<file path="src/rtl/roll_scan_pkg.sv">
// Shared definitions for the roll_scan prefix-sum unit: FSM state encoding and in_mode bit positions.
package roll_scan_pkg;

  typedef enum logic [1:0] {
    ST_IDLE = 2'd0,
    ST_SCAN = 2'd1,
    ST_DONE = 2'd2
  } state_t;

  localparam int MODE_SAT   = 0;
  localparam int MODE_CHAIN = 1;

  // Lane counter width; a single lane still gets a 1-bit counter.
  function automatic int idx_width(input int lanes);
    return (lanes > 1) ? $clog2(lanes) : 1;
  endfunction

endpackage

</file>
<file path="src/rtl/roll_lane_add.sv">
// Combinational lane adder: a+b formed one bit wider, then wrapped or clamped to all-ones.
module roll_lane_add
  import roll_scan_pkg::*;
#(
  parameter int LANE_W = 4
) (
  input  logic [LANE_W-1:0] a,
  input  logic [LANE_W-1:0] b,
  input  logic              sat,
  output logic [LANE_W-1:0] y
);

  function automatic logic [LANE_W-1:0] sat_lane(input logic [LANE_W:0] s, input logic sat_en);
    if (s[LANE_W] && sat_en) return '1;
    return s[LANE_W-1:0];
  endfunction

  logic [LANE_W:0] sum;

  assign sum = {1'b0, a} + {1'b0, b};
  assign y   = sat_lane(sum, sat);

endmodule

</file>
<file path="src/rtl/roll_scan.sv">
// Sequential lane prefix-sum: scans one LANE_W lane per clock between valid/ready stream stages,
// with wrap/saturate arithmetic and optional chaining of the previous word's final sum.
module roll_scan
  import roll_scan_pkg::*;
#(
  parameter int DATA_W = 32,
  parameter int LANE_W = 4
) (
  input  logic              clk,
  input  logic              rst_n,
  input  logic              in_valid,
  output logic              in_ready,
  input  logic [DATA_W-1:0] in_data,
  input  logic [1:0]        in_mode,
  output logic              out_valid,
  input  logic              out_ready,
  output logic [DATA_W-1:0] out_data,
  input  logic              clr
);

  localparam int LANES = DATA_W / LANE_W;
  localparam int IDX_W = idx_width(LANES);

  state_t              state;
  logic [IDX_W-1:0]    idx;
  logic [LANE_W-1:0]   acc;
  logic [LANE_W-1:0]   acc_n;
  logic [LANE_W-1:0]   carry;
  logic [LANE_W-1:0]   lane_cur;
  logic [DATA_W-1:0]   data_r;
  logic [1:0]          mode_r;

  always_comb begin
    lane_cur = '0;
    for (int k = 0; k < LANES; k++) begin
      if (idx == IDX_W'(k)) lane_cur = data_r[k*LANE_W +: LANE_W];
    end
  end

  roll_lane_add #(
    .LANE_W (LANE_W)
  ) u_add (
    .a   (acc),
    .b   (lane_cur),
    .sat (mode_r[MODE_SAT]),
    .y   (acc_n)
  );

  always_ff @(posedge clk or negedge rst_n) begin
    if (!rst_n) begin
      state     <= ST_IDLE;
      in_ready  <= 1'b0;
      out_valid <= 1'b0;
      out_data  <= '0;
      data_r    <= '0;
      mode_r    <= '0;
      idx       <= '0;
      acc       <= '0;
      carry     <= '0;
    end else begin
      if (clr) carry <= '0;
      case (state)
        ST_IDLE: begin
          in_ready <= 1'b1;
          if (in_valid && in_ready) begin
            data_r   <= in_data;
            mode_r   <= in_mode;
            idx      <= '0;
            // Seed uses the carry as it stood before this edge, so a same-cycle clr does not reach it.
            acc      <= in_mode[MODE_CHAIN] ? carry : '0;
            in_ready <= 1'b0;
            state    <= ST_SCAN;
          end
        end
        ST_SCAN: begin
          acc <= acc_n;
          idx <= idx + IDX_W'(1);
          for (int k = 0; k < LANES; k++) begin
            if (idx == IDX_W'(k)) out_data[k*LANE_W +: LANE_W] <= acc_n;
          end
          if (idx == IDX_W'(LANES - 1)) begin
            out_valid <= 1'b1;
            state     <= ST_DONE;
          end
        end
        ST_DONE: begin
          if (out_ready) begin
            if (!clr) carry <= acc;
            out_valid <= 1'b0;
            in_ready  <= 1'b1;
            state     <= ST_IDLE;
          end
        end
        default: begin
          in_ready  <= 1'b0;
          out_valid <= 1'b0;
          state     <= ST_IDLE;
        end
      endcase
    end
  end

endmodule

</file>
<file path="config.mk">
export PLATFORM = sky130hd
export DESIGN_NAME = roll_scan
export DESIGN_NICKNAME = d
export VERILOG_FILES = /design/src/rtl/roll_scan_pkg.sv /design/src/rtl/roll_lane_add.sv /design/src/rtl/roll_scan.sv
export SDC_FILE = /design/constraint.sdc
export NUM_CORES = 1
export LEC_CHECK = 0
export BUFFER_PORTS_ARGS = -buffer_cell sky130_fd_sc_hd__buf_2
export CORE_AREA = 2 2 73 110
export CTS_BUF_LIST = sky130_fd_sc_hd__clkbuf_2
export DETAILED_ROUTE_END_ITERATION = 8
export DIE_AREA = 0 0 75 112
export MAX_ROUTING_LAYER = met4
export PLACE_DENSITY_LB_ADDON = 0.15
export SLEW_MARGIN = 0
export SYNTH_ARGS = -nofsm -noshare
export SYNTH_HDL_FRONTEND = slang
export SYNTH_SLANG_ARGS = --single-unit
</file>
<file path="constraint.sdc">
create_clock -name clk -period 2.5 [get_ports clk]
set_input_delay 0.25 -clock clk [delete_from_list [all_inputs] [get_ports clk]]
set_output_delay 0.25 -clock clk [all_outputs]
set_load 0.02 [all_outputs]
</file>
==> summary.txt, run 1 <==
Outcome
  – Outcome: complete, but fails checks
  – Failing checks: setup timing

Setup path
  – Crit path max fanout: 6
  – Reg-to-reg endpoint: out_data[11]$_DFFE_PN0P_
  – Crit path capture type: flip-flop
  – Critical path required time: just under 3 ns
  – CP max-delay cell: dfrtp_2
  – Bufs and invs on worst path: 2
  – Most used cell, CP: a21oi_1
  – CP peak stage delay: 0.51 ns
  – Startpoint type of the worst setup path: flip-flop
  – Cell Chain, Critical Path: ha_4, buf_6, buf_4, a21oi_1, nor2_1, o31ai_2, ha_1, a21o_1, a211o_4, a21oi_4, a21oi_1
  – Critical path type: reg2reg
  – Critical Path AT: between 3 and 4 ns
  – Delay-heaviest family, CP: compound AO/OA/AOI/OAI gates
  – Reg2reg start: idx[0]$_DFFE_PN0P_
  – FF-to-FF setup slack: -0.24 ns
  – Worst R2R Path Depth: 11

Hold path
  – Hold Crit Class: in2reg
  – Hold Path Sink: acc[3]$_DFFE_PN0P_
  – Min-delay src: in_valid
  – Hold Path Depth: 5

Yosys
  – Post-synth EDFFs: 0
  – Share of synthesized registers carrying an async set or reset: between 90% and 100%
  – Top FF cell, synth: dfrtp_1
  – Top post-synthesis cells by area: dfrtp_1 54%, mux2_4 8.1%, o21ai_0 5.1%, nand2_1 4.2%, a21oi_1 3.8%
  – Netlist Area Pre-Place: roughly 3700 um2
  – Post-Syn Nets: between 300 and 400
  – Syn Area/Cell: ~11 um2
  – Area share of the largest cell type after synthesis: between 50 and 60%
  – Distinct cells, synth: 40
  – Post-Synthesis Cells: roughly 340
  – Leading area contributor after synthesis: dfrtp_1
  – Syn. warnings: 0
  – Post-synthesis register bit count: 80
  – Register area share after synthesis: a little over half

Finish
  – Layout cells sized above 1: roughly two fifths
  – Fin nets: about 520
  – Ant diodes: 0
  – Commonest non-fill, non-tap cell in the layout: dfrtp_1
  – Area Overhead vs Synth: 38.7%
  – FILL cells: about 570
  – Most frequent cells in the layout: 79 x dfrtp_1, 71 x buf_2, 40 x nand2_1

Floorplanning
  – DIE AREA: approximately 8400 um2
  – Die Ht: 112 um
  – DIE WIDTH: between 70 and 80 um
  – FP Rows: 39
  – Core area: approximately 7500 um2
  – Starting Density: 49.6%
  – I/O pin count: 73

Timing
  – Final Cycle Share: 110%
  – Setup violations, final: 36
  – Final Max Tran Viols: 0
  – Slew @ Worst Pin: approximately 0.98 ns
  – RSZ-0062 raised after global routing: yes
  – Clock Skew: just under 0.02 ns
  – Worst rel slew slack: 34.5%
  – WHS: between 0.1 and 0.15 ns
  – Setup ws final: -0.239 ns
  – Final Hold Viols: 0
  – Tmin final: between 2 and 3 ns
  – Fmax achieved: 365 MHz

Route
  – Routed vias/inst: between 5 and 6
  – DRT Wirelength: slightly below 9000 um
  – DRT Pass-1 Iters: 4
  – Residual DRC: 0
  – 1st-iter DRT viols: 97
  – ANT nets after route: 0
  – Routed WL per cell: about 15 um
  – DR vias: about 2900

Global route
  – First-pass GRT wire length: around 14000 um
  – Overflow after GRT: 0
  – Initial antenna violation count: 0
  – Vias in the first global route: 3012
  – Largest net degree at the start of global routing: 81
  – GRT Resource Usage Total: 23.7%

Place
  – Gpl congestion: about 0.89
  – Placed wire-length estimate: between 5000 and 6000 um
  – Number of port buffers: a little over 70

Clocking
  – CTS tree: built
  – Maximum clock path buffer count: 2
  – Clk root buf: clkbuf_2
  – H-tree depth reported by CTS: 3
  – Clk slew on worst S/H paths: between 0.2 and 0.25 ns
  – Insertion delay to the later sink of the worst-skew pair: around 0.54 ns
  – Clock sinks: 80
  – Cts bufs inserted: 9

Flow run
  – Max-Cap Viols: 0
cells by family after synthesis:
family | Yosys count | synth area share (%)
and+or+nand+nor | 98 | 12.0
AOI/OAI and AO/OA | 89 | 13.6
buffers and inverters | 24 | 4.53
DFF | 80 | 54.1
adders and majority gates | 11 | 3.92
muxes | 33 | 11.9
how the worst max path moves through the flow:
| stage | from | depth (start not counted) | endpoint | slack [ns] |
|---|---|---|---|---|
| after floorplan | idx[0]$_DFFE_PN0P_ | 12 | out_data[11]$_DFFE_PN0P_ | -0.06 |
| after global placement | idx[1]$_DFFE_PN0P_ | 13 | out_data[12]$_DFFE_PN0P_ | -0.32 |
| after detailed placement | idx[0]$_DFFE_PN0P_ | 12 | out_data[17]$_DFFE_PN0P_ | -0.44 |
| after CTS | idx[0]$_DFFE_PN0P_ | 13 | out_data[17]$_DFFE_PN0P_ | -0.28 |
| after global routing | idx[1]$_DFFE_PN0P_ | 11 | out_data[7]$_DFFE_PN0P_ | -0.39 |
| final | idx[0]$_DFFE_PN0P_ | 11 | out_data[11]$_DFFE_PN0P_ | -0.24 |
synthesized netlist by cell type (5+ instances only):
cell,number
a21oi_1,28
a31oi_1,5
clkbuf_1,5
dfrtp_1,80
ha_1,10
inv_1,8
mux2_2,5
mux2_4,20
nand2_1,41
nand2b_1,5
nand3_1,9
nor2_1,31
o21ai_0,38
o31ai_1,5
worst register-to-register path, delay by kind of cell, from the launching register on:
| family | cells | cell delay (ns) |
|---|---|---|
| compound gates | 6 | 1.27 |
| flops | 1 | 0.51 |
| fa+ha+maj | 2 | 0.49 |
| buf+inv | 2 | 0.28 |
| simple gates | 1 | 0.08 |
area by class of cell:
cell class                 instances  area [um2]  area share [%]
clock inverter                     7        38.8           0.755
sequential                        80        2000            39.0
inverter                           8        32.5           0.633
multi-input combinational        234        1860            36.2
timing repair buffer             140        1030            20.0
clock buffer                       9        45.0           0.877
tap                              102         128            2.48
sequential cells by signal, summed over array words and instances (netlist names):
signal and flops:
state 2, data_r 32, out_data 32, mode_r 1, carry 4, out_valid 1, acc 4, in_ready 1
idx 3
per-layer routing:
metal | GRT usage (%) | part of all wire [%]
met3 | 3.53 | 3.0
met1 | 28.2 | 41
met4 | 11.1 | 3.1
met5 | - | 0
met2 | 38.6 | 53
through the flow:
stage / cell area, um2 / setup TNS, ns / instances / utilization [%] / setup slack (ns)
floorplan: 3760 / -0.475 / 335 / - / -0.0599
global placement: 4290 / -10.22 / 514 / 57.5 / -0.323
detailed placement: 4290 / -14.20 / 514 / 57.5 / -0.441
CTS: 4960 / -8.24 / 578 / 66.4 / -0.284
global route: 5140 / -12.00 / 580 / 68.8 / -0.392
finish: 5140 / -7.48 / 580 / 68.8 / -0.239
what timing repair did:
action | CTS | global route
hold buffers | 37 | 0
setup buffers | 8 | 1
endpoints found under the setup margin | 36 | 36
cloned | 3 | 1
endpoints found under the hold margin | 122 | 0
resized for setup | 44 | 31
pin swaps | 20 | 23
Power of run 1 is left out: the tool's default activity adds up to more than one toggle a clock period on the data nets, which glitch-free logic cannot reach.
==> run 2, diff against run 1 <==
Settings changed: CORE_AREA 2 2 73 110 to 2 2 89 91, CTS_CLUSTER_SIZE set to 24, DIE_AREA 0 0 75 112 to 0 0 91 93.
==> run 2 against run 1 <==
  * Design area up 1.0%
  * The run still ends with setup timing left
  * Critical path type unchanged
  * Highest routed layer unchanged
  * Flip-flop and latch count unchanged
  * Fmax fell by 3.0%
  * Critical endpoint is now out_data[31]$_DFFE_PN0P_
  * Worst setup slack got worse by 0.084 ns
==> summary.txt, run 2 (synthesis results as in run 1) <==
Global route
  – First-pass GRT wire length: 14900 um (+3.4%)
  – Overflow after GRT: 0 (unchanged)
  – Largest net degree at the start of global routing: 81 (unchanged)
  – Initial antenna violation count: 0 (unchanged)
  – GRT Resource Usage Total: 23.2% (-0.52 points)
  – Vias in the first global route: 2984 (-0.93%)

Floorplanning
  – Die Ht: 93 um (-17%)
  – I/O pin count: 73 (unchanged)
  – FP Rows: 32 (-18%)
  – Core area: 7530 um2 (+0.82%)
  – DIE AREA: 8460 um2 (+0.75%)
  – Starting Density: 49.2% (-0.40 points)
  – DIE WIDTH: 91 um (+21%)

Clocking
  – Clock sinks: 80 (unchanged)
  – Insertion delay to the later sink of the worst-skew pair: 0.55 ns (about the same)
  – Maximum clock path buffer count: 2 (unchanged)
  – H-tree depth reported by CTS: 3 (unchanged)
  – Cts bufs inserted: 9 (unchanged)
  – Clk root buf: clkbuf_2
  – Clk slew on worst S/H paths: 0.21 ns (about the same)
  – CTS tree: built

Setup path
  – Critical path required time: 2.93 ns (about the same)
  – CP max-delay cell: dfrtp_2
  – Startpoint type of the worst setup path: flip-flop
  – Cell Chain, Critical Path: buf_6, ha_4, ha_4, buf_6, nand2_4, a2bb2oi_2, a31oi_1, o31ai_1, ha_2, a211o_4, a21oi_4, o21ai_1
  – Critical path type: reg2reg
  – Critical Path AT: 3.26 ns (+0.08 ns)
  – CP peak stage delay: 0.48 ns (-0.03 ns)
  – Worst R2R Path Depth: 12 (+1)
  – Crit path max fanout: 5 (-1)
  – Crit path capture type: flip-flop

Timing
  – Clock Skew: 0.0295 ns (+0.00971 ns)
  – Slew @ Worst Pin: 0.975 ns (-0.00774 ns)
  – Setup ws final: -0.323 ns (-0.0840 ns)
  – Worst rel slew slack: 35.0% (+0.52 points)
  – Fmax achieved: 354 MHz (-3.0%)
  – Tmin final: 2.82 ns (+0.0840 ns)
  – Final Cycle Share: 113% (+3.4 points)
  – Final Max Tran Viols: 0 (unchanged)
  – RSZ-0062 raised after global routing: yes
  – Setup violations, final: 36 (unchanged)
  – Final Hold Viols: 0 (unchanged)
  – WHS: 0.184 ns (+0.0397 ns)

Power
  – Flop pwr share: 28.1%
  – PwrDens: roughly 1600 nW/um2
  – Sw Share: a little under half
  – Comb power frac: 64.4%
  – Int Pwr: 4520 uW
  – Max VDD drop: 0.789 mV
  – Total net switching power: around 3900 uW
  – Leakage: 0.00239 uW
  – Clock power share: 7.5%
  – Total power: about 8400 uW

Route
  – DR vias: 3030 (+2.8%)
  – 1st-iter DRT viols: 71 (-27%)
  – DRT Wirelength: 9180 um (+3.9%)
  – Residual DRC: 0 (unchanged)
  – Routed vias/inst: 5.21 (+2.4%)
  – ANT nets after route: 0 (unchanged)
  – Routed WL per cell: 15.8 um (+3.5%)
  – DRT Pass-1 Iters: 4 (unchanged)

Finish
  – Area Overhead vs Synth: 40.1%
  – Top Registers: data_r x32, out_data x32
  – Commonest non-fill, non-tap cell in the layout: dfrtp_1
  – Fin nets: 525 (+0.38%)
  – Most frequent cells in the layout: 79 x dfrtp_1, 71 x buf_2, 38 x nand2_1
  – Ant diodes: 0 (unchanged)
  – Util after Layout: 68.9% (+0.14 points)
  – Layout cells sized above 1: 42.9% (+2.3 points)

Place
  – Placed wire-length estimate: 5790 um (+1.2%)
  – Place WS: -0.348 ns (+0.0931 ns)
  – Number of port buffers: 72 (unchanged)
  – Gpl congestion: 0.900 (+0.61%)

Outcome
  – Outcome: complete, but fails checks
  – Failing checks: setup timing

Hold path
  – Hold Crit Class: in2reg
  – Hold Path Depth: 5 (unchanged)

Flow run
  – Max-Cap Viols: 0 (unchanged)
run 2: cell types whose count changed in the layout (fill, tap and decap cells not counted), sizes merged:
cell      previous run  this run
clkbuf              10         9
inv                  8        10
buf                102       105
clkinvlp             2         1
clkinv               5         4
run 2: critical path: cells and delay by family (launching register included):
kind	cells	cell delay, ns
AO/OA/AOI/OAI	6	1.27
adder cells (fa/ha/maj)	3	0.70
buffers and inverters	2	0.24
flip-flops	1	0.48
AND/OR/NAND/NOR	1	0.04
run 2: per-stage QoR:
stage | instances | instance area [um2] | TNS (ns)
global placement | 514 | 4280 | -7.85
floorplan | 335 | 3760 | -0.475
global route | 582 | 5190 | -12.03
finish | 582 | 5190 | -7.82
CTS | 578 | 4990 | -7.34
detailed placement | 514 | 4280 | -10.47
run 2: final timing paths:
kind	startpoint	to	slack, ns
worst min-delay path	in_valid	acc[3]$_DFFE_PN0P_	0.18
min in group asynchronous	rst_n	data_r[5]$_DFFE_PN0P_	0.37
worst max register to register	idx[0]$_DFFE_PN0P_	out_data[31]$_DFFE_PN0P_	-0.32
worst min register to register	out_data[26]$_DFFE_PN0P_	out_data[26]$_DFFE_PN0P_	0.51
worst max-delay path	idx[0]$_DFFE_PN0P_	out_data[31]$_DFFE_PN0P_	-0.32
max in group asynchronous	rst_n	idx[0]$_DFFE_PN0P_	1.45
run 2: final cells by class:
cell class / count / area [um2]
Tap cell: 102 / 128
Timing Repair Buffer: 142 / 1020
Fill cell: 601 / 2340
Sequential cell: 80 / 2000
Clock buffer: 9 / 45.0
Multi-Input combinational cell: 234 / 1900
Clock inverter: 7 / 56.3
Inverter: 8 / 32.5
run 2: power by group through the flow:
stage,combinational [uW],sequential (uW),clock (uW)
after floorplan,2430,2520,0
after global placement,3710,2330,0
after detailed placement,3800,2350,0
after CTS,4780,2340,639
after global routing,5830,2430,709
final,5390,2350,629
run 2: metal layers:
| metal | vias up | track usage [%] | wire length [um] |
|---|---|---|---|
| li1 | 1463 | - | - |
| met1 | 1470 | 30.7 | 4180 |
| met2 | 77 | 36.4 | 4500 |
| met3 | 20 | 3.55 | 287 |
| met4 | 0 | 9.60 | 214 |
| met5 | - | - | 0 |
run 2: repair_timing:
item,in CTS,in global routing
endpoints found under the setup margin,36,36
setup buffers,8,4
pin swaps,22,23
endpoints found under the hold margin,122,0
hold buffers,37,0
cloned,3,0
resized for setup,44,44
(Power assumes the default switching activity.)
==> run 3, diff against run 2 <==
Settings changed: CORE_AREA 2 2 89 91 to 2 2 86 88, DIE_AREA 0 0 91 93 to 0 0 88 90.
Clock period 2.5 ns to 3.11 ns, I/O delays scaled along.
==> run 3 against run 2 <==
  * The flow now finishes without violations
  * Hold slack got worse by 0.14 ns
  * Non-clock buffer count decreased by 31
  * Core utilization decreased by 3.0 points
  * Critical path depth increased by 2
  * Total power decreased by 34%
  * Global-route usage decreased by 1.5 points
  * First-iteration DRC count increased to 2.7 times the previous value
  * Die area decreased by 6.4%
  * Final cell count decreased by 6.2%
  * Via count decreased by 5.4%
  * Critical endpoint is now out_data[24]$_DFFE_PN0P_
==> summary.txt, run 3 (synthesis results as in run 1) <==
Setup path
  – Crit path capture type: flip-flop
  – Critical Path AT: 3.27 ns (about the same)
  – Startpoint type of the worst setup path: flip-flop
  – Critical path type: reg2reg
  – Most used cell, CP: buf_4
  – Critical path required time: 3.48 ns (+0.55 ns)
  – Cell Chain, Critical Path: inv_1, ha_4, buf_4, nor4bb_2, a21oi_1, a31oi_1, o31ai_1, ha_1, fa_2, a21oi_2, o21ai_2, nor2_1, buf_4, o21ai_0
  – CP peak stage delay: 0.47 ns (about the same)
  – Delay-heaviest family, CP: adder cells
  – Bufs and invs on worst path: 3 (+1)
  – CP max-delay cell: dfrtp_1
  – Crit path max fanout: 9 (+4)

Flow run
  – Max-Cap Viols: 0 (unchanged)

Power
  – PwrDens: 1190 nW/um2 (-26%)
  – Int Pwr: 3070 uW (-32%)
  – Leakage: 0.00220 uW (-8.0%)
  – Total net switching power: 2450 uW (-37%)
  – Comb power frac: 55.3% (-9.1 points)
  – Sw Share: 44.4% (-1.6 points)
  – Max VDD drop: 0.569 mV (-28%)
  – Clock power share: 11.1% (+3.6 points)
  – Flop pwr share: 33.6% (+5.5 points)

Route
  – Residual DRC: 0 (unchanged)
  – 1st-iter DRT viols: 194 (+170%)
  – ANT nets after route: 0 (unchanged)
  – Routed WL per cell: 15.0 um (-5.0%)
  – DRT Wirelength: 8190 um (-11%)
  – Routed vias/inst: 5.25 (+0.86%)
  – DR vias: 2867 (-5.4%)
  – DRT Pass-1 Iters: 4 (unchanged)

Finish
  – Top Registers: data_r x32, out_data x32
  – Commonest non-fill, non-tap cell in the layout: dfrtp_1
  – Fin nets: 492 (-6.3%)
  – Layout cells sized above 1: 30.9% (-12 points)
  – Most frequent cells in the layout: 80 x dfrtp_1, 71 x buf_2, 41 x nand2_1
  – Ant diodes: 0 (unchanged)
  – Area Overhead vs Synth: 25.0%

Timing
  – Tmin final: 2.90 ns (+0.0755 ns)
  – Clock Skew: 0.0267 ns (-0.00289 ns)
  – Final Max Tran Viols: 0 (unchanged)
  – Slew @ Worst Pin: 0.989 ns (+0.0143 ns)
  – Worst rel slew slack: 34.1% (-0.95 points)
  – Setup violations, final: 0 (-100%)
  – Final Hold Viols: 0 (unchanged)
  – Fmax achieved: 345 MHz (-2.6%)
  – Setup ws final: 0.211 ns (+0.534 ns)
  – Final Cycle Share: 93.2% (-20 points)
  – Setup TNS: 0 ns (+7.82 ns)

Floorplanning
  – FP Rows: 31 (-3.1%)
  – Core area: 7020 um2 (-6.7%)
  – Starting Density: 52.8% (+3.6 points)
  – DIE WIDTH: 88 um (-3.3%)
  – I/O pin count: 73 (unchanged)
  – Die Ht: 90 um (-3.2%)
  – DIE AREA: 7920 um2 (-6.4%)

Place
  – Placed wire-length estimate: 5630 um (-2.9%)
  – Number of port buffers: 72 (unchanged)
  – Place WS: 0.00175 ns (+0.349 ns)
  – Gpl congestion: 0.883 (-2.0%)

Clocking
  – CTS tree: built
  – Clock sinks: 80 (unchanged)
  – Cts bufs inserted: 9 (unchanged)
  – Maximum clock path buffer count: 2 (unchanged)
  – Clk root buf: clkbuf_2
  – Clk slew on worst S/H paths: 0.21 ns (about the same)
  – Insertion delay to the later sink of the worst-skew pair: 0.49 ns (-0.06 ns)
  – H-tree depth reported by CTS: 3 (unchanged)

Global route
  – Initial antenna violation count: 0 (unchanged)
  – Vias in the first global route: 2819 (-5.5%)
  – GRT Resource Usage Total: 21.7% (-1.5 points)
  – Overflow after GRT: 0 (unchanged)
  – Largest net degree at the start of global routing: 81 (unchanged)
  – First-pass GRT wire length: 13100 um (-12%)

Hold path
  – Hold Crit Class: in2reg

Outcome
  – Outcome: finished, final reports clean
## run 3: layout make-up
| type | instances | area (um2) |
|---|---|---|
| fillers | 566 | 2390 |
| flip-flops and latches | 80 | 2000 |
| multi-input cells | 232 | 1610 |
| repair buffers | 111 | 738 |
| well taps | 99 | 124 |
| clock inverters | 7 | 86.3 |
| clock buffers | 9 | 45.0 |
| inverters | 8 | 30.0 |
## run 3: routing by layer
metal	GRT usage, %	wire, um
met1	27.9	3570
met2	34.5	4020
met3	3.49	397
met4	8.21	197
met5	-	0
## run 3: path summary, 6_finish.rpt
check | startpoint | end | slack, ns | cells after the start
hold reg to reg | out_data[24]$_DFFE_PN0P_ | out_data[24]$_DFFE_PN0P_ | 0.50 | 2
setup / recovery | idx[0]$_DFFE_PN0P_ | out_data[24]$_DFFE_PN0P_ | 0.21 | 14
max in group asynchronous | rst_n | data_r[20]$_DFFE_PN0P_ | 1.98 | 2
min in group asynchronous | rst_n | out_data[1]$_DFFE_PN0P_ | 0.49 | 2
hold / removal | in_data[29] | data_r[29]$_DFFE_PN0P_ | 0.05 | 2
setup reg to reg | idx[0]$_DFFE_PN0P_ | out_data[24]$_DFFE_PN0P_ | 0.21 | 14
## run 3: power groups by stage
stage	logic (uW)	clock network [uW]	registers, uW
finish	3050	609	1850
global route	3350	666	1910
CTS	2880	628	1850
detailed placement	2800	0	1880
global placement	2730	0	1860
floorplan	1730	0	2030
## run 3: what timing repair did
action                                  4_1_cts  5_1_grt
resized for setup                             1       13
hold endpoints to repair                    102        8
cloned                                        0        1
endpoints found under the setup margin        2       36
setup buffers                                 0        1
hold buffers                                 20        8
## run 3: metrics by stage
stage | utilization [%] | area, um2 | total power (uW) | instances | hold WS, ns
CTS | 63.9 | 4490 | 5350 | 536 | 0.000717
global placement | 59.1 | 4150 | 4590 | 500 | 0.456
detailed placement | 59.1 | 4150 | 4680 | 500 | 0.465
finish | 66.0 | 4630 | 5510 | 546 | 0.0465
floorplan | - | 3700 | 3750 | 335 | 0.0154
global route | 66.0 | 4630 | 5920 | 546 | 0.00348
